--- src/rtl/nonce_collector_pkg.sv ---
// Shared definitions for the nonce collector: default widths, derived
// width helpers, the arbitration outcome type and the channel slice macro.
`ifndef NONCE_COLLECTOR_PKG_SV
`define NONCE_COLLECTOR_PKG_SV

// Select channel k's nonce out of a flat NUM_CH*w bus.
`define NC_CH_SLICE(k, w) [(k)*(w) +: (w)]

package nonce_collector_pkg;

  localparam int unsigned DEF_NUM_CH  = 4;
  localparam int unsigned DEF_NONCE_W = 32;

  // Outcome of one arbitration cycle.
  typedef enum logic [1:0] {
    ARB_NONE = 2'd0,   // nothing acked
    ARB_PUSH = 2'd1,   // winner acked and written to the FIFO
    ARB_DROP = 2'd2    // winner acked and discarded (stop-on-first)
  } arb_e;

  // Channel index width; at least one bit.
  function automatic int unsigned ch_w_of(input int unsigned num_ch);
    return (num_ch > 1) ? $clog2(num_ch) : 1;
  endfunction

  // FIFO pointer width: address bits plus a wrap bit.
  function automatic int unsigned ptr_w_of(input int unsigned depth);
    return $clog2(depth) + 1;
  endfunction

endpackage

`endif

--- src/rtl/nonce_collector_if.sv ---
// Handshake bundle between hash-core channels, the collector and downstream.
//   ch_valid/ch_nonce/ch_ack : per-channel found-nonce request and one-hot accept
//   out_valid/out_ready      : downstream valid/ready handshake
//   nonce_out/out_ch         : head-of-FIFO nonce and its source channel
// master = channels + downstream side, slave = collector side.
interface nonce_collector_if
  import nonce_collector_pkg::*;
#(
  parameter int unsigned NUM_CH  = DEF_NUM_CH,
  parameter int unsigned NONCE_W = DEF_NONCE_W
);
  localparam int unsigned CH_W = ch_w_of(NUM_CH);

  logic [NUM_CH-1:0]         ch_valid;
  logic [NUM_CH*NONCE_W-1:0] ch_nonce;
  logic [NUM_CH-1:0]         ch_ack;
  logic                      out_valid;
  logic                      out_ready;
  logic [NONCE_W-1:0]        nonce_out;
  logic [CH_W-1:0]           out_ch;

  modport master (
    output ch_valid, ch_nonce, out_ready,
    input  ch_ack, out_valid, nonce_out, out_ch
  );

  modport slave (
    input  ch_valid, ch_nonce, out_ready,
    output ch_ack, out_valid, nonce_out, out_ch
  );
endinterface

--- src/rtl/nonce_collector_fifo.sv ---
// Synchronous FIFO with flush; wrap-bit pointers distinguish full from empty.
//   clk, rst_n      : clock, async active-low reset
//   push, din       : write din when not full
//   pop             : drop head entry when not empty
//   flush           : empty the FIFO (overrides push/pop)
//   full, empty     : occupancy flags
//   head            : oldest entry (don't-care when empty)
module nonce_collector_fifo
  import nonce_collector_pkg::*;
#(
  parameter int unsigned W     = 8,
  parameter int unsigned DEPTH = 4
) (
  input  logic         clk,
  input  logic         rst_n,
  input  logic         push,
  input  logic         pop,
  input  logic         flush,
  input  logic [W-1:0] din,
  output logic         full,
  output logic         empty,
  output logic [W-1:0] head
);
  localparam int unsigned AW    = $clog2(DEPTH);
  localparam int unsigned PTR_W = ptr_w_of(DEPTH);

  logic [PTR_W-1:0] wr_q, wr_d, rd_q, rd_d;
  logic [W-1:0]     mem_q [DEPTH];
  logic [W-1:0]     mem_d [DEPTH];

  assign empty = (wr_q == rd_q);
  assign full  = (wr_q[PTR_W-1] != rd_q[PTR_W-1]) && (wr_q[AW-1:0] == rd_q[AW-1:0]);
  assign head  = mem_q[rd_q[AW-1:0]];

  // Pointer and storage update; a push into a full FIFO is ignored.
  always_comb begin
    mem_d = mem_q;
    wr_d  = wr_q;
    rd_d  = rd_q;
    if (flush) begin
      wr_d = '0;
      rd_d = '0;
    end else begin
      if (push && !full) begin
        mem_d[wr_q[AW-1:0]] = din;
        wr_d = wr_q + PTR_W'(1);
      end
      if (pop && !empty) begin
        rd_d = rd_q + PTR_W'(1);
      end
    end
  end

  always_ff @(posedge clk or negedge rst_n) begin
    if (!rst_n) begin
      wr_q  <= '0;
      rd_q  <= '0;
      mem_q <= '{default: '0};
    end else begin
      wr_q  <= wr_d;
      rd_q  <= rd_d;
      mem_q <= mem_d;
    end
  end
endmodule

--- src/rtl/nonce_collector.sv ---
// Multi-channel nonce collector: round-robin arbiter over NUM_CH hash cores
// feeding a result FIFO, with a sticky per-job finished flag, optional
// stop-on-first discard mode and a saturating drop counter.
//   clk, reset : clock, async active-low reset
//   start      : sync job start; flushes FIFO, clears finished/drop_cnt/rr pointer
//   bus        : channel request/ack and downstream valid/ready (slave side)
//   finished   : at least one nonce accepted since start/reset
//   fifo_full  : FIFO holds FIFO_DEPTH entries
//   drop_cnt   : nonces discarded in stop-on-first mode, saturating
module nonce_collector
  import nonce_collector_pkg::*;
#(
  parameter int unsigned NUM_CH        = DEF_NUM_CH,
  parameter int unsigned NONCE_W       = DEF_NONCE_W,
  parameter int unsigned FIFO_DEPTH    = 4,
  parameter int unsigned STOP_ON_FIRST = 0,
  parameter int unsigned CNT_W         = 8
) (
  input  logic             clk,
  input  logic             reset,
  input  logic             start,
  nonce_collector_if.slave bus,
  output logic             finished,
  output logic             fifo_full,
  output logic [CNT_W-1:0] drop_cnt
);
  localparam int unsigned CH_W    = ch_w_of(NUM_CH);
  localparam int unsigned ENTRY_W = NONCE_W + CH_W;

  logic [CH_W-1:0]    rr_q, rr_d;
  logic               finished_q, finished_d;
  logic [CNT_W-1:0]   drop_q, drop_d;

  logic               found;
  logic [CH_W-1:0]    win;
  arb_e               arb;
  logic [NUM_CH-1:0]  ch_ack_c;
  logic               push, pop, empty, full;
  logic [ENTRY_W-1:0] din, head;

  // First requesting channel at or after rr_q, wrapping modulo NUM_CH.
  always_comb begin
    found = 1'b0;
    win   = '0;
    for (int unsigned i = 0; i < NUM_CH; i++) begin
      if (!found && bus.ch_valid[CH_W'((32'(rr_q) + i) % NUM_CH)]) begin
        found = 1'b1;
        win   = CH_W'((32'(rr_q) + i) % NUM_CH);
      end
    end
  end

  // Grant decision; a discard still acks so the channel can move on.
  always_comb begin
    arb      = ARB_NONE;
    ch_ack_c = '0;
    if (reset && !start && found) begin
      if ((STOP_ON_FIRST != 0) && finished_q) begin
        arb = ARB_DROP;
      end else if (!full) begin
        arb = ARB_PUSH;
      end
    end
    if (arb != ARB_NONE) begin
      ch_ack_c[win] = 1'b1;
    end
  end

  assign push = (arb == ARB_PUSH);
  assign pop  = !empty && bus.out_ready;
  assign din  = {win, bus.ch_nonce `NC_CH_SLICE(32'(win), NONCE_W)};

  nonce_collector_fifo #(
    .W     (ENTRY_W),
    .DEPTH (FIFO_DEPTH)
  ) u_fifo (
    .clk   (clk),
    .rst_n (reset),
    .push  (push),
    .pop   (pop),
    .flush (start),
    .din   (din),
    .full  (full),
    .empty (empty),
    .head  (head)
  );

  // Job state: rr pointer, sticky finished, saturating drop count.
  always_comb begin
    rr_d       = rr_q;
    finished_d = finished_q;
    drop_d     = drop_q;
    if (start) begin
      rr_d       = '0;
      finished_d = 1'b0;
      drop_d     = '0;
    end else begin
      if (arb != ARB_NONE) begin
        rr_d = CH_W'((32'(win) + 1) % NUM_CH);
      end
      if (push) begin
        finished_d = 1'b1;
      end
      if ((arb == ARB_DROP) && (drop_q != '1)) begin
        drop_d = drop_q + CNT_W'(1);
      end
    end
  end

  always_ff @(posedge clk or negedge reset) begin
    if (!reset) begin
      rr_q       <= '0;
      finished_q <= 1'b0;
      drop_q     <= '0;
    end else begin
      rr_q       <= rr_d;
      finished_q <= finished_d;
      drop_q     <= drop_d;
    end
  end

  assign bus.ch_ack    = ch_ack_c;
  assign bus.out_valid = !empty;
  assign bus.nonce_out = empty ? '0 : head[NONCE_W-1:0];
  assign bus.out_ch    = empty ? '0 : head[ENTRY_W-1 -: CH_W];
  assign finished      = finished_q;
  assign fifo_full     = full;
  assign drop_cnt      = drop_q;
endmodule
--- src/flat_wrapper.sv ---
// flat-port wrapper written by rule: the top's interface ports become plain ports
module nonce_collector_flat import nonce_collector_pkg::*;
#(
  parameter int unsigned NUM_CH        = DEF_NUM_CH,
  parameter int unsigned NONCE_W       = DEF_NONCE_W,
  parameter int unsigned FIFO_DEPTH    = 4,
  parameter int unsigned STOP_ON_FIRST = 0,
  parameter int unsigned CNT_W         = 8
)
  (clk, reset, start, finished, fifo_full, drop_cnt, bus_ch_valid, bus_ch_nonce, bus_out_ready, bus_ch_ack, bus_out_valid, bus_nonce_out, bus_out_ch);
  nonce_collector_if #(.NUM_CH(NUM_CH), .NONCE_W(NONCE_W)) bus_i ();
  input  logic clk;
  input  logic reset;
  input  logic start;
  output logic finished;
  output logic fifo_full;
  output logic [CNT_W-1:0] drop_cnt;
  input wire logic [$bits(bus_i.ch_valid)-1:0] bus_ch_valid;
  input wire logic [$bits(bus_i.ch_nonce)-1:0] bus_ch_nonce;
  input wire logic [$bits(bus_i.out_ready)-1:0] bus_out_ready;
  output wire logic [$bits(bus_i.ch_ack)-1:0] bus_ch_ack;
  output wire logic [$bits(bus_i.out_valid)-1:0] bus_out_valid;
  output wire logic [$bits(bus_i.nonce_out)-1:0] bus_nonce_out;
  output wire logic [$bits(bus_i.out_ch)-1:0] bus_out_ch;
  assign bus_i.ch_valid = bus_ch_valid;
  assign bus_i.ch_nonce = bus_ch_nonce;
  assign bus_i.out_ready = bus_out_ready;
  assign bus_ch_ack = bus_i.ch_ack;
  assign bus_out_valid = bus_i.out_valid;
  assign bus_nonce_out = bus_i.nonce_out;
  assign bus_out_ch = bus_i.out_ch;
  nonce_collector #(.NUM_CH(NUM_CH), .NONCE_W(NONCE_W), .FIFO_DEPTH(FIFO_DEPTH), .STOP_ON_FIRST(STOP_ON_FIRST), .CNT_W(CNT_W)) u_core (.clk(clk), .reset(reset), .start(start), .bus(bus_i), .finished(finished), .fifo_full(fifo_full), .drop_cnt(drop_cnt));
endmodule
--- config.mk ---
export PLATFORM = sky130hd
export DESIGN_NAME = nonce_collector_flat
export DESIGN_NICKNAME = d
export VERILOG_FILES = /design/src/rtl/nonce_collector_pkg.sv /design/src/rtl/nonce_collector_if.sv /design/src/rtl/nonce_collector_fifo.sv /design/src/rtl/nonce_collector.sv /design/src/flat_wrapper.sv
export SDC_FILE = /design/constraint.sdc
export NUM_CORES = 1
export LEC_CHECK = 0
export CORE_MARGIN = 2
export CORE_UTILIZATION = 55
export CTS_CLUSTER_DIAMETER = 100
export DETAILED_ROUTE_END_ITERATION = 16
export DONT_BUFFER_PORTS = 1
export PLACE_DENSITY = 0.7
export SLEW_MARGIN = 25
export SYNTH_ARGS = -nofsm -noshare
export SYNTH_HDL_FRONTEND = slang
export SYNTH_SLANG_ARGS = --single-unit
--- constraint.sdc ---
create_clock -name clk -period 2.4 [get_ports clk]
set_input_delay 0.24 -clock clk [delete_from_list [all_inputs] [get_ports clk]]
set_output_delay 0.24 -clock clk [all_outputs]
set_load 0.02 [all_outputs]
==> flow_metrics.tcl, run 1 <==
set metrics [dict create \
    synth_nets 836 \
    grt_max_degree 155 \
    initial_core_util 0.5561 \
    crit_chain "xnor2_2 -> a311oi_4 -> buf_4 -> and2_1" \
    leakage_uw 0.004109 \
    worstReg2RegEnd "u_core.u_fifo.mem_q[104]" \
    synth_commonest_cells "153 x dfrtp_1, 144 x nand2_1, 125 x o221ai_1" \
    yosysSeqAreaShare 0.4792 \
    synth.cell_area_um2 7990 \
    cts.sinks 153 \
    areaGrowthSynthToFinish_pct 12.07 \
    ys_async_sr_fraction 1.000 \
    period_needed_ns 2.285 \
    synth_cell_types 34 \
    cts_tree "yes" \
    drc 0 \
    synth_top_area_cell "dfrtp_1" \
    final_area_um2 8955 \
    syn_area_per_cell_um2 11.56 \
    powerDensity_nw_per_um2 1104 \
    synth_edf_count 0 \
    antenna_found_initial 0 \
    whs_ns -0.4930 \
    grt_pass1_vias 6464 \
    status "finished, violations left" \
    fin_ws_ns 0.1151 \
    seqCellArea_um2 3832 \
    worstMarginPinSlew_ns 0.6353 \
    n_antenna_cell 0 \
    design.core.area_um2 14370 \
    root_buffer "clkbuf_16" \
    gp_congestion 0.8310 \
    vias 6142 \
    fill_cells 1108 \
    ios 185 \
    grtUsageTotal 0.2966 \
    die_h_um 124.5 \
    viasPerCell 6.964 \
    vdd_ir_drop_max_uv 557.1 \
    row_count 44 \
    ant_nets 0 \
    r2r_setup_slack_ns 0.21 \
    critPathLaunchType "flop" \
    hp-class "in2async" \
    rsz0062_at_grt "false" \
    violations "negative hold slack" \
    ys_ff_latch 153 \
    post-route-period-util 0.9520 \
    dp_slack_ns 0.2317 \
    ys.flop_type "dfrtp_1" \
    numCtsBuffers 17 \
    ys_warn_count 0 \
    htreeDepth 4 \
    worstPathRequired_ns 2.16 \
    tns_ns 0 \
    fmax_mhz 437.7 \
    dr.pass1.iters 7 \
    post-synth-top-count-cell "dfrtp_1" \
    die_area_um2 15510 \
    drt_iter0_drc 521 \
    post-route-util 0.6232 \
    slowest_delay_ns 0.46 \
    crit_arrival_ns 2.04 \
    endpoint_kind "output port" \
    reg2reg_depth 6 \
    clk_latency_ns 0.42 \
    finalHoldViolCount 153 \
    critPathSlowestCell "dfrtp_1" \
    syn_inst 691 \
    multi_input_area_um2 3892 \
    avgRoutedWirePerCell_um 25.48 \
    layout-drive-gt1-share 0.1734 \
    synth_area_leaders "dfrtp_1 48%, o221ai_1 14%, mux4_2 9.6%, mux2i_1 8.3%, nand2_1 6.8%" \
    place_area_um2 8290 \
    criticalPathCategory "reg2out" \
    cts_buffer_depth 2 \
    crit-reg2reg-launch "u_core.rr_q[1]" \
    startpoint "u_core.u_fifo.wr_q[0]" \
    grt_pass1_wl_um 35750 \
    cts.clk_slew.worst_paths_ns 0.06 \
    nNetsFinal 830 \
    setup_viol 0 \
    synth.top_cell.area_share 0.4792 \
    slew_viol_final 0 \
    grt_overflow 0 \
    dpl.hpwl_um 13450 \
    cts_hold_buf 1 \
    clock_skew_ns 0.005522 \
    max-slew-margin-rel 0.5765 \
    portBuffers 0 \
    dieWidth_um 124.5 \
    drv_cap 0 \
    wl_um 22470 \
    path_max_fanout 15 \
]
==> worst max-delay path: cells and delay by family, from the launching register on <==
| family | cells | cell delay (ns) |
|---|---|---|
| compound gates | 1 | 0.41 |
| flops | 1 | 0.46 |
| buf+inv | 1 | 0.28 |
| simple gates | 1 | 0.27 |
| xor+xnor | 1 | 0.20 |
==> report_power, final <==
part	internal, uW	leakage (uW)	switching [uW]
clock network	1870	0.000316	1070
logic	1360	0.00182	1610
registers	3470	0.00197	498
total	6700	0.00411	3180
==> metal layers <==
metal	routed length, um	track usage	share of wire	up-vias
li1	-	-	-	2619
met5	0	0	0	-
met1	8790	0.3960	0.39	3101
met3	2046	0.07474	0.091	30
met4	329	0.1018	0.015	0
met2	11310	0.4773	0.50	392
==> cell type report <==
cell class,count,area share
clock buffer,19,0.04946
timing repair buffer,33,0.03773
tap,184,0.02571
sequential,153,0.4280
multi-input combinational,475,0.4347
inverter,5,0.002096
clock inverter,13,0.02236
==> sequential cells by signal, indices dropped and copies added, names as in the netlist <==
signal               cells
u_core.drop_cnt          8
u_core.u_fifo.mem_q    136
u_core.rr_q              2
u_core.u_fifo.wr_q       3
u_core.u_fifo.rd_q       3
u_core.finished          1
==> through the flow <==
stage               cells  power, uW
global placement      848       6754
CTS                   882       9915
global route          882      10400
floorplan             691       6231
finish                882       9883
detailed placement    848       6931
==> placed cells by master, fill, tap and decap left out, drive strengths merged <==
| cell | Yosys | final |
|---|---|---|
| clkinv | 0 | 7 |
| o21ai | 6 | 6 |
| o31ai | 1 | 1 |
| a311oi | 1 | 1 |
| nor2 | 7 | 7 |
| and2 | 38 | 38 |
| buf | 36 | 32 |
| and3 | 1 | 1 |
| o21bai | 1 | 1 |
| mux2i | 66 | 66 |
| a21boi | 1 | 1 |
| nand3 | 9 | 9 |
| mux2 | 1 | 1 |
| nand3b | 1 | 1 |
| dlygate4sd3 | 0 | 1 |
| clkbuf | 22 | 19 |
| nand2 | 148 | 148 |
| clkinvlp | 0 | 1 |
| o221ai | 128 | 128 |
| inv | 5 | 5 |
| bufinv | 0 | 5 |
| nand2b | 1 | 1 |
| dfrtp | 153 | 153 |
| ha | 9 | 9 |
| xnor2 | 2 | 2 |
| nor4 | 1 | 1 |
| nor2b | 12 | 12 |
| mux4 | 34 | 34 |
| o211a | 1 | 1 |
| o32ai | 1 | 1 |
| xor2 | 4 | 4 |
| a21o | 1 | 1 |
==> logic make-up (layout without fill, tap and decap cells) <==
group           count (synthesis)  after routing  share of synthesized area
simple gates                  218            218                     0.1240
flops                         153            153                     0.4792
compound gates                141            141                     0.1558
mux                           101            101                     0.1799
buf+inv                        63             70                    0.03946
fa+ha+maj                       9              9                    0.01409
xor+xnor                        6              6                   0.007517
==> worst max-delay path by stage <==
stage / to / slack, ns / cells after the start
after global routing: bus_ch_ack[0] / 0.01 / 4
after detailed placement: u_core.u_fifo.mem_q[11] / 0.23 / 5
after global placement: u_core.u_fifo.mem_q[2] / 0.35 / 5
after floorplan: bus_ch_ack[0] / 0.49 / 6
final: bus_ch_ack[1] / 0.12 / 4
after CTS: bus_ch_ack[0] / 0.06 / 6
==> timing repair <==
item | CTS | global route
endpoints found under the setup margin | 3 | 3
buffers inserted | 1 | 0
endpoints found under the hold margin | 169 | 153
pin swaps | 1 | 0
resized for setup | 1 | 2
No activity file was read; power rests on OpenSTA's default activity.
==> inputs of run 2 (changes only) <==
--- a/config.mk
+++ b/config.mk
@@ -10,7 +10,7 @@
 export CTS_CLUSTER_DIAMETER = 100
 export DETAILED_ROUTE_END_ITERATION = 16
 export DONT_BUFFER_PORTS = 1
-export PLACE_DENSITY = 0.7
+export PLACE_DENSITY = 0.73
 export SLEW_MARGIN = 25
 export SYNTH_ARGS = -nofsm -noshare
 export SYNTH_HDL_FRONTEND = slang
==> run 2 against run 1 <==
  * The flow still finishes with violations (negative hold slack)
  * Count of clock-buffer cells in the layout stayed put
  * Core utilization grew 0.052 points
  * Final cell count down 0.34%
  * First-iteration DRC count increased by 29%
  * Maximum frequency is 0.58% lower
  * Wire length shrank 0.27%
  * Critical path depth rose by 2
  * Clock skew up 0.0023 ns
  * Critical path type unchanged
==> flow_metrics.tcl, run 2 (synthesis gave the netlist of run 1 again) <==
set metrics [dict create \
    row_count 44 \
    viasPerCell 7.039 \
    grt_overflow 0 \
    cts_tree "yes" \
    total_power_uw 9608 \
    setup_viol 0 \
    critPathTopFamily "compound AO/OA/AOI/OAI gates" \
    p_comb_frac 0.316 \
    slowest_delay_ns 0.44 \
    grt_pass1_vias 6405 \
    largest_reg_flops 136 \
    areaGrowthSynthToFinish_pct 12.17 \
    crit_chain "a21boi_0 -> o32ai_4 -> buf_12 -> inv_1 -> ha_1 -> and2_1" \
    startpoint "u_core.rr_q[1]" \
    cts.clk_slew.worst_paths_ns 0.06 \
    die_h_um 124.5 \
    avgRoutedWirePerCell_um 25.50 \
    design.core.area_um2 14370 \
    power.share.sequential 0.413 \
    slew_viol_final 0 \
    drv_cap 0 \
    hp-class "in2async" \
    grt_max_degree 155 \
    drt_iter0_drc 672 \
    fmax_mhz 435.1 \
    worstPathRequired_ns 2.16 \
    layout_commonest_cell "dfrtp_1" \
    initial_core_util 0.5561 \
    p_int_uw 6409 \
    vdd_ir_drop_max_uv 636.4 \
    violations "negative hold slack" \
    grt_pass1_wl_um 35240 \
    crit_cells 6 \
    critPathSlowestCell "dfrtp_1" \
    layout-drive-gt1-share 0.1755 \
    worstReg2RegEnd "u_core.u_fifo.mem_q[78]" \
    sw_frac_of_total 0.3330 \
    whs_ns -0.4973 \
    status "finished, violations left" \
    gp_congestion 0.7515 \
    dieWidth_um 124.5 \
    clk_latency_ns 0.43 \
    cts.sinks 153 \
    wl_um 22410 \
    dpl.hpwl_um 13330 \
    endpoint_kind "output port" \
    finalHoldViolCount 153 \
    leakage_uw 0.004090 \
    crit-reg2reg-launch "u_core.rr_q[1]" \
    reg2reg_depth 6 \
    drc 0 \
    clock_skew_ns 0.007843 \
    dr.pass1.iters 5 \
    regMostFlops "u_core.u_fifo.mem_q" \
    r2r_setup_slack_ns 0.13 \
    path_max_fanout 10 \
    mostFrequentLayoutCells "151 x dfrtp_1, 144 x nand2_1, 125 x o221ai_1, 61 x mux2i_1, 38 x and2_1" \
    vias 6187 \
    critPathBufInv 2 \
    crit_arrival_ns 2.06 \
    critPathLaunchType "flop" \
    powerDensity_nw_per_um2 1072 \
    nNetsFinal 828 \
    cts_buffer_depth 2 \
    die_area_um2 15510 \
    criticalPathCategory "reg2out" \
    pwr-share-clk 0.271 \
    endpoint "bus_ch_ack[3]" \
    ant_nets 0 \
    grtUsageTotal 0.2912 \
    antenna_found_initial 0 \
    portBuffers 0 \
    htreeDepth 4 \
    ios 185 \
    cts_hold_buf 1 \
    power.switching_uw 3199 \
    n_antenna_cell 0 \
    numCtsBuffers 17 \
    post-route-period-util 0.9575 \
    max-slew-margin-rel 0.6003 \
    worstMarginPinSlew_ns 0.5828 \
    root_buffer "clkbuf_16" \
    period_needed_ns 2.298 \
]
==> run 2: repair_timing <==
action,in CTS,in global routing
endpoints found under the hold margin,169,153
pin swaps,1,1
cloned,1,1
resized for setup,1,6
buffers inserted,1,1
endpoints found under the setup margin,3,14
==> run 2: worst min path at each step <==
stage	start	cells past startpoint	slack [ns]	to
4_1_cts	reset	0	-0.50	u_core.u_fifo.mem_q[108]
3_5_place_dp	reset	0	-0.05	u_core.u_fifo.mem_q[108]
5_1_grt	reset	0	-0.52	u_core.u_fifo.mem_q[74]
2_1_floorplan	reset	0	-0.06	u_core.drop_cnt[0]
6_report	reset	0	-0.50	u_core.u_fifo.mem_q[105]
3_3_place_gp	reset	0	-0.05	u_core.u_fifo.mem_q[108]
==> run 2: worst reg2reg max path, stage by stage, from the launching register on <==
cell,delay [ns]
dfrtp_1,0.44
a21boi_0,0.20
o32ai_4,0.32
buf_4,0.22
buf_12,0.23
mux2i_1,0.51
o221ai_1,0.20
==> run 2: area by class of cell <==
class | instances | area, um2
Fill cell | 1152 | 5406
Multi-Input combinational cell | 475 | 3911
Sequential cell | 153 | 3831
Clock buffer | 19 | 442.9
Timing Repair Buffer | 31 | 402.9
Tap cell | 184 | 230.2
Clock inverter | 12 | 125.1
Inverter | 5 | 18.77
==> run 2: routing by layer <==
layer / vias up / global-route usage / routed length, um
li1: 2623 / - / -
met1: 3165 / 0.3917 / 8791
met2: 366 / 0.4593 / 11190
met3: 33 / 0.07947 / 2078
met4: 0 / 0.1038 / 354
met5: - / 0 / 0
==> run 2: metrics by stage <==
step	cells	setup WS, ns	setup TNS, ns	cell area [um2]	utilization
after global routing	879	-0.02119	-0.03400	8962	0.6237
after detailed placement	843	0.2521	0	8290	0.5770
after floorplan	691	0.4854	0	7990	-
after CTS	877	0.02593	0	8909	0.6200
final	879	0.1019	0	8962	0.6237
after global placement	843	0.3524	0	8290	0.5770
==> run 2: power by group through the flow <==
stage	sequential [uW]	combinational, uW	clock [uW]
after floorplan	3820	2410	0
after global placement	3910	2840	0
after detailed placement	3980	2960	0
after CTS	3940	3020	2630
after global routing	4060	3310	2740
final	3970	3040	2600
==> inputs of run 3 (changes only) <==
--- a/config.mk
+++ b/config.mk
@@ -8,6 +8,7 @@
 export CORE_MARGIN = 2
 export CORE_UTILIZATION = 55
 export CTS_CLUSTER_DIAMETER = 100
+export CTS_CLUSTER_SIZE = 25
 export DETAILED_ROUTE_END_ITERATION = 16
 export DONT_BUFFER_PORTS = 1
 export PLACE_DENSITY = 0.73
==> constraint.sdc (replaced) <==
create_clock -name clk -period 2.8 [get_ports clk]
set_input_delay 0.28 -clock clk [delete_from_list [all_inputs] [get_ports clk]]
set_output_delay 0.28 -clock clk [all_outputs]
set_load 0.02 [all_outputs]
==> run 3 against run 2 <==
  * The flow still finishes with violations (negative hold slack)
  * Clock skew is 0.00086 ns higher
  * First-iteration DRC count is 23% lower
  * Critical path depth is 3 lower
  * Via count is 0.26% higher
  * Cell area hardly changed
  * Die area stayed put
  * Sequential share of layout area hardly changed
  * Core utilization hardly changed
  * Largest power group unchanged
  * Highest routed layer unchanged
==> flow_metrics.tcl, run 3 (synthesis gave the netlist of run 1 again) <==
set metrics [dict create \
    design.core.area_um2 14370 \
    tns_ns 0 \
    die_h_um 124.5 \
    layout_commonest_cell "dfrtp_1" \
    viasPerCell 7.105 \
    slew_viol_final 0 \
    grtUsageTotal 0.2894 \
    finalHoldViolCount 153 \
    gp_congestion 0.8221 \
    path_max_fanout 36 \
    powerDensity_nw_per_um2 938.7 \
    grt_overflow 0 \
    regMostFlops "u_core.u_fifo.mem_q" \
    dr.pass1.iters 5 \
    drt_iter0_drc 515 \
    htreeDepth 4 \
    fin_ws_ns 0.1858 \
    fill_cells 1109 \
    final_area_um2 8960 \
    initial_core_util 0.5561 \
    ant_nets 0 \
    fmax_mhz 382.5 \
    portBuffers 0 \
    clk_latency_ns 0.43 \
    cts_resized 0 \
    criticalPathCategory "reg2out" \
    cts_setup_buffers 0 \
    cts_tree "yes" \
    cts_buffer_depth 2 \
    clock_skew_ns 0.008704 \
    critPathLaunchType "flop" \
    n_antenna_cell 0 \
    cts.clk_slew.worst_paths_ns 0.06 \
    worstMarginPinSlew_ns 0.7792 \
    max-slew-margin-rel 0.4805 \
    mostFrequentLayoutCells "151 x dfrtp_1, 144 x nand2_1, 125 x o221ai_1, 66 x mux2i_1, 38 x and2_1" \
    die_area_um2 15510 \
    avgRoutedWirePerCell_um 25.06 \
    areaGrowthSynthToFinish_pct 12.14 \
    cts_hold_buf 1 \
    period_needed_ns 2.614 \
    post-route-period-util 0.9336 \
    layout-drive-gt1-share 0.1582 \
    antenna_found_initial 0 \
    grt_pass1_vias 6601 \
    crit_arrival_ns 2.33 \
    row_count 44 \
    whs_ns -0.4552 \
    drv_cap 0 \
    dp_slack_ns 0.4807 \
    dpl.hpwl_um 13400 \
    numPlacedInstances 841 \
    dieWidth_um 124.5 \
    status "finished, violations left" \
    cts.sinks 153 \
    endpoint_kind "output port" \
    ios 185 \
    drc 0 \
    place_area_um2 8313 \
    leakage_uw 0.004096 \
    vias 6203 \
    fin_cells 873 \
    wl_um 21870 \
    largest_reg_flops 136 \
    setup_viol 0 \
    rsz0062_at_grt "false" \
    worstPathRequired_ns 2.52 \
    violations "negative hold slack" \
    vdd_ir_drop_max_uv 506.6 \
    grt_max_degree 155 \
    hp-class "in2async" \
    seqCellArea_um2 3831 \
    nNetsFinal 822 \
    root_buffer "clkbuf_16" \
    grt_pass1_wl_um 35130 \
    multi_input_area_um2 3890 \
    numCtsBuffers 17 \
]
## run 3: changes by cell type in the layout (fill, tap and decap cells not counted), sizes merged
cell,change
bufinv,+2
bufbuf,-1
clkinv,-6
clkinvlp,+2
clkbuf,+1
buf,-4
## run 3: worst paths after layout
path / start / endpoint / slack [ns] / cells after the start
max in group asynchronous: reset / u_core.u_fifo.rd_q[0] / 2.95 / 0
min in group clk: start / u_core.finished / 0.04 / 2
max reg2reg: u_core.rr_q[1] / u_core.u_fifo.mem_q[12] / 0.41 / 5
min reg2reg: u_core.u_fifo.mem_q[66] / u_core.u_fifo.mem_q[66] / 0.48 / 2
min: reset / u_core.u_fifo.mem_q[7] / -0.46 / 0
max: u_core.u_fifo.rd_q[0] / bus_nonce_out[19] / 0.19 / 3
## run 3: critical path, cell delays in order (launching register included)
cell     delay (ns)
dfrtp_2        0.38
buf_4          0.64
mux4_2         0.62
and2_1         0.25
## run 3: routing by layer
| layer | share of wire | up-vias | routed length [um] | track usage |
|---|---|---|---|---|
| met1 | 0.38 | 3173 | 8373 | 0.3621 |
| li1 | - | 2606 | - | - |
| met4 | 0.019 | 0 | 410 | 0.09451 |
| met2 | 0.51 | 393 | 11050 | 0.4899 |
| met3 | 0.093 | 31 | 2037 | 0.07947 |
| met5 | 0 | - | 0 | 0 |
## run 3: final cells by class
class	instances	share of cell area
flip-flops and latches	153	0.4276
well taps	184	0.02569
repair buffers	25	0.03938
inverters	5	0.002095
multi-input cells	475	0.4342
clock buffers	21	0.05251
clock inverters	10	0.01857
## run 3: power breakdown
group / leakage [uW] / internal (uW) / switching [uW] / total [uW]
registers: 0.00198 / 2980 / 421 / 3400
logic: 0.00183 / 1160 / 1380 / 2530
clock network: 0.000294 / 1560 / 921 / 2480
## run 3: metrics by stage
stage	power, uW	util
final	8411	0.6236
after global placement	5778	0.5785
after CTS	8425	0.6236
after detailed placement	5940	0.5785
after floorplan	5340	-
after global routing	8850	0.6236
